==> src/rtl/acc_stream_tx.sv <==
// acc_stream_tx: captures one parallel batch of ACC_WIDTH words and replays it
// as a ready/valid word stream in index order. A new batch may be captured
// in the same cycle that the last word of the current batch transfers, so
// consecutive batches stream with no idle cycle between them.
module acc_stream_tx #(
  parameter int ACC_WIDTH  = 4,
  parameter int DATA_WIDTH = 16,
  localparam int IDX_W     = (ACC_WIDTH > 1) ? $clog2(ACC_WIDTH) : 1
) (
  input  logic                  clk,
  input  logic                  rst,
  input  logic                  batch_valid_i,
  output logic                  batch_ready_o,
  input  logic [DATA_WIDTH-1:0] batch_data_i [0:ACC_WIDTH-1],
  output logic                  stream_valid_o,
  input  logic                  stream_ready_i,
  output logic [DATA_WIDTH-1:0] stream_data_o,
  output logic [IDX_W-1:0]      stream_idx_o,
  output logic                  stream_last_o,
  output logic                  busy_o
);

  localparam logic [IDX_W-1:0] LAST_IDX = IDX_W'(ACC_WIDTH - 1);

  typedef enum logic {
    IDLE,
    STREAM
  } state_t;

  state_t                  state_q, state_d;
  logic [IDX_W-1:0]        idx_q, idx_d;
  logic [DATA_WIDTH-1:0]   buf_q [0:ACC_WIDTH-1];
  logic                    load_d;
  logic                    xfer;
  logic                    accept;

  // State and word index registers.
  always_ff @(posedge clk) begin
    if (rst) begin
      state_q <= IDLE;
      idx_q   <= '0;
    end else begin
      state_q <= state_d;
      idx_q   <= idx_d;
    end
  end

  // Batch buffer: written only when a batch is accepted, so input changes
  // while streaming never reach the emitted words.
  always_ff @(posedge clk) begin
    if (rst) begin
      for (int i = 0; i < ACC_WIDTH; i++) begin
        buf_q[i] <= '0;
      end
    end else if (load_d) begin
      for (int i = 0; i < ACC_WIDTH; i++) begin
        buf_q[i] <= batch_data_i[i];
      end
    end
  end

  // Stream outputs, handshakes and next-state selection.
  always_comb begin
    stream_valid_o = 1'b0;
    stream_data_o  = '0;
    stream_idx_o   = '0;
    stream_last_o  = 1'b0;
    busy_o         = 1'b0;
    state_d        = state_q;
    idx_d          = idx_q;
    load_d         = 1'b0;

    if (state_q == STREAM) begin
      stream_valid_o = 1'b1;
      stream_data_o  = buf_q[idx_q];
      stream_idx_o   = idx_q;
      stream_last_o  = (idx_q == LAST_IDX);
      busy_o         = 1'b1;
    end

    xfer = stream_valid_o && stream_ready_i;
    // Ready also opens on the transfer of the last word, which gives the
    // intended combinational path from stream_ready_i for zero-bubble chaining.
    batch_ready_o = !rst && ((state_q == IDLE) || (xfer && stream_last_o));
    accept        = batch_valid_i && batch_ready_o;

    if (accept) begin
      state_d = STREAM;
      idx_d   = '0;
      load_d  = 1'b1;
    end else if (xfer) begin
      if (stream_last_o) begin
        state_d = IDLE;
        idx_d   = '0;
      end else begin
        idx_d = idx_q + IDX_W'(1);
      end
    end
  end

endmodule

==> config.mk <==
export PLATFORM = sky130hd
export DESIGN_NAME = acc_stream_tx
export DESIGN_NICKNAME = d
export VERILOG_FILES = /design/src/rtl/acc_stream_tx.sv
export SDC_FILE = /design/constraint.sdc
export NUM_CORES = 1
export LEC_CHECK = 0
export CAP_MARGIN = 20
export CELL_PAD_IN_SITES_DETAIL_PLACEMENT = 2
export CELL_PAD_IN_SITES_GLOBAL_PLACEMENT = 2
export CORE_AREA = 4 4 99 101
export DETAILED_ROUTE_END_ITERATION = 10
export DIE_AREA = 0 0 103 105
export DONT_BUFFER_PORTS = 1
export GPL_TIMING_DRIVEN = 0
export PLACE_DENSITY = 0.83
export SLEW_MARGIN = 15
export SYNTH_ARGS = -nofsm -noshare
export SYNTH_HDL_FRONTEND = slang
export SYNTH_SLANG_ARGS = --single-unit
==> constraint.sdc <==
create_clock -name clk -period 3.8 [get_ports clk]
set_input_delay 0.76 -clock clk [delete_from_list [all_inputs] [get_ports clk]]
set_output_delay 0.76 -clock clk [all_outputs]
set_load 0.03 [all_outputs]
## Word level (Yosys, flattened, before mapping)

Memories as Yosys holds them, arrays and structs flattened. A register that Yosys moved wholly into a read port is not among the register bits.
Index checks and enable logic that the tools add are counted.

- Register bits: 3
- RAM bits: 64
- Input port bits: 68
- Word-level logic and storage cells: 40
- Memories kept: 1

Memories:

| memory | words | bits a word | read ports | clocked after memory_dff | wr ports | line | text |
|---|---|---|---|---|---|---|---|
| buf_q | 4 | 16 | 1 | 1 | 4 | 32 | `logic [DATA_WIDTH-1:0] buf_q [0:ACC_WIDTH-1];` |

- $add $sub $neg: 1
- Equality and inequality tests: 1
- Mux-type cells: 20
- Bitwise gates (word level): 5
- Reductions and logical operators: 10

Operators by type and width:

| cell | number |
|---|---|
| 2-to-1 mux 16 bit | 5 |
| 2-to-1 mux 1 bit | 11 |
| 2-to-1 mux 2 bit | 4 |
| logical AND 1 bit | 4 |
| OR 1 bit | 4 |
| nonzero test 2 bit | 2 |
| adder 2 x 1 -> 2 bit (second input constant) | 1 |
| equality test 2 bit (second input constant) | 1 |
| AND reduction 2 bit | 1 |
| OR reduction 2 bit | 1 |
| logical NOT 1 bit | 1 |
| logical OR 1 bit | 1 |
| inverter 1 bit | 1 |

## Depth between registers and ports, before layout

- Depth after elaboration: 11
- Gate-level depth with buffers: 5

## Worst setup path after synthesis

OpenSTA, ideal clock, no wires.

- Path kind: input to register
- Start: input port rst
- End: memory buf_q[0][0], enable pin
- Arrival: 2655 ps
- Required time: 3380 ps
- Path slack: 724 ps
- Cell stages on the path: 4
- Path buffers: 3
- Cell sequence: buf_2 -> buf_2 -> buf_2 -> a21o_1

RTL lines:

| element | line | text |
|---|---|---|
| start: declaration | 11 | `input logic rst,` |
| end: declaration | 32 |  |

## Worst setup path in the final report

- Start: register state_q
- End: output port stream_data_o[0]

- Cells in the longest elaborated chain, start to end: 1

Ends and longest elaborated chain:

| element | line | text |
|---|---|---|
| start: declaration | 30 | `state_t state_q, state_d;` |
| start signal: assignment | 43 | `state_q <= state_d;` |
| 2-to-1 mux 16 bit | 73 | `if (state_q == STREAM) begin` |
| end: declaration | 17 | `output logic [DATA_WIDTH-1:0] stream_data_o,` |

No other way between the ends.

==> reports/results.ini <==
[status]
status = finished clean

[logic_synthesis]
yosys-mux-area-fraction = 0.08904
synth_edf_count = 64
synth.distinct_cells = 23
synthCells = 295
async_flop_share = 0
synth_fa_ha_area_frac = 0.003478
synth_xor_area_frac = 0
syn_nets = 364
yosysSeqAreaShare = 0.5621
synth-main-ff-cell = edfxtp_1
ys_ff_latch = 69
yosysWarnings = 0
synth_area_per_cell_um2 = 12.19
synth_compound_area_frac = 0.04974
syn_area_mm2 = 0.003597
synth_top_family_by_area = simple AND/OR/NAND/NOR gates
synth_simple_gate_area_frac = 0.2386

[clock_tree]
cts_resized = 0
ctsHoldBuffers = 0
cts_buffer_depth = 2
cts_tree = done
clk-insertion-delay-late_ns = 0.35
cts-root-buf = clkbuf_8
postCtsSetupRepairBufs = 0
clk_pin_slew_ns = 0.08
cts_num_sinks = 69
cts_made_buffers = 9
htreeDepth = 3

[routing]
viasPerCell = 5.576
drc = 0
drt_pre_antenna_iters = 4
drt_wl_total_mm = 9.869
ant_nets = 0
vias = 2353
drtIter0Drc = 102
routedWlPerCell_um = 23.39

[layout]
layout-drive-gt1-share = 0.2894
area_growth_pct = 9.183
finalNetCount = 375
n_antenna_cell = 0

[global_routing]
grt_pass1_vias = 2614
grtUsageTotal = 0.1924
grt_overflow = 0
antenna_found_initial = 0
grt_max_degree = 65
grt_pass1_wl_mm = 15.18

[timing]
fin_hold_ws_ns = 0.6280
maxSlewViolCount = 0
worstMarginPinSlew_ns = 0.8274
period_share = 0.8050
rsz0062_at_grt = false
fin_ws_ns = 0.7408
min_period_ns = 3.059
setup_tns_ns = 0
fin_skew_ns = 0.01121
hold_viol = 0
slew_headroom = 0.4565
setup_violations = 0
max_freq_mhz = 326.9

[power_and_ir_drop]
clockPowerShare = 0.342
power_uw = 1689
leakage_uw = 0.001339
p_per_area_mw_per_mm2 = 430.1
p_switching_uw = 444.1
p_int_uw = 1245
pwr-share-seq = 0.537
peakVddDrop_mv = 0.1764
swShare = 0.2629
combPwrFrac = 0.121

[place]
place_hpwl_mm = 7.344
pre_cts_ws_ns = 1.136
port_buffers = 0
gp_congestion = 0.7710

[min_path]
hold_class = primary input to flip-flop
holdCritStartpoint = stream_ready_i

[setup_path]
endpoint_kind = primary output
worst_setup_path_start_kind = flip-flop
r2r-start = idx_q[0]
arrival_ns = 2.30
cp.required_ns = 3.04
crit_fanout = 10
critPathLaunch = state_q
rrSetupSlack_ns = 1.83
path_class = flip-flop to primary output

[floorplanning]
fp.coreArea_mm2 = 0.009021
fp.dieH_um = 105
die_width_um = 103
row_count = 35
die_area_mm2 = 0.01082
start_util = 0.3988
io_pins = 90

[job]
maxCapViolations = 0

[per-layer routing]
metal,vias up,global-route usage,part of all wire
li1,1094,-,-
met1,1186,0.2391,0.40
met2,63,0.3281,0.53
met3,10,0.05340,0.057
met4,0,0.04440,0.0095
met5,-,0,0
[layout make-up]
type	instances	area, µm²
inverter	1	3.754
multi-input combinational	193	1378
sequential	69	2022
clock inverter	5	52.55
fill	910	5094
clock buffer	11	131.4
tap	111	138.9
buffer	32	201.4
[layout by cell type, fill, tap and decap left out]
| cell type | count |
|---|---|
| a21bo_2 | 3 |
| a21boi_4 | 1 |
| a21o_4 | 1 |
| a21oi_1 | 1 |
| a221oi_1 | 2 |
| and2_1 | 3 |
| buf_2 | 11 |
| buf_4 | 4 |
| buf_6 | 7 |
| bufinv_16 | 1 |
| clkbuf_1 | 12 |
| clkbuf_8 | 9 |
| clkinv_2 | 3 |
| clkinvlp_4 | 1 |
| dfxtp_1 | 5 |
| edfxtp_1 | 64 |
| ha_1 | 1 |
| inv_1 | 1 |
| mux2i_1 | 32 |
| nand2_1 | 65 |
| nand2b_1 | 1 |
| nand4b_1 | 1 |
| nand4bb_1 | 1 |
| nor2_1 | 1 |
| nor3_1 | 15 |
| nor3_2 | 49 |
| o22ai_1 | 16 |
[stage by stage]
step           instances  area (µm²)    util
2_1_floorplan        295        3597       -
3_3_place_gp         406        3736  0.4141
3_5_place_dp         406        3744  0.4150
4_1_cts              422        3928  0.4354
5_1_grt              422        3928  0.4354
6_report             422        3928  0.4354
[synth_stat cells, types with 2 or more instances]
cell	instances	area, µm²
edfxtp_1	64	1922
clkbuf_1	10	37.54
mux2i_1	32	320.3
and2_1	3	18.77
buf_4	4	30.03
o22ai_1	16	100.1
buf_2	11	55.05
a21bo_2	3	30.03
nor3_1	15	75.07
buf_6	7	78.83
a221oi_1	2	17.52
dfxtp_1	5	100.1
nor3_2	49	490.5
nand2_1	65	244.0
[state kept, by name, indices dropped and copies added (netlist names), named ones only]
name	count
buf_q	64
idx_q	2
state_q	1
[power groups by stage]
stage / Sequential (µW) / Clock, µW / Combinational (µW)
finish: 907 / 577 / 205
detailed placement: 924 / 0 / 207
CTS: 908 / 588 / 208
global route: 912 / 624 / 224
global placement: 923 / 0 / 198
floorplan: 918 / 0 / 155
[final timing paths]
path              cells after the start                to
hold reg to reg                       2          idx_q[0]
setup reg to reg                      3      buf_q[0][13]
setup / recovery                      4  stream_data_o[0]
hold / removal                        2          idx_q[0]
[worst max-delay path, cell delays in order, from the launching register on]
cell and delay [ns]:
dfxtp_1 0.58, buf_6 0.20, nand2_1 0.24, buf_2 0.29
o22ai_1 0.64
[cells by family after synthesis]
logic type                 after synthesis
and+or+nand+nor                        136
DFF                                     69
buffers and inverters                   33
muxes                                   32
AOI/OAI and AO/OA                       24
adders and majority gates                1
Power figures use the tool's default switching activity.
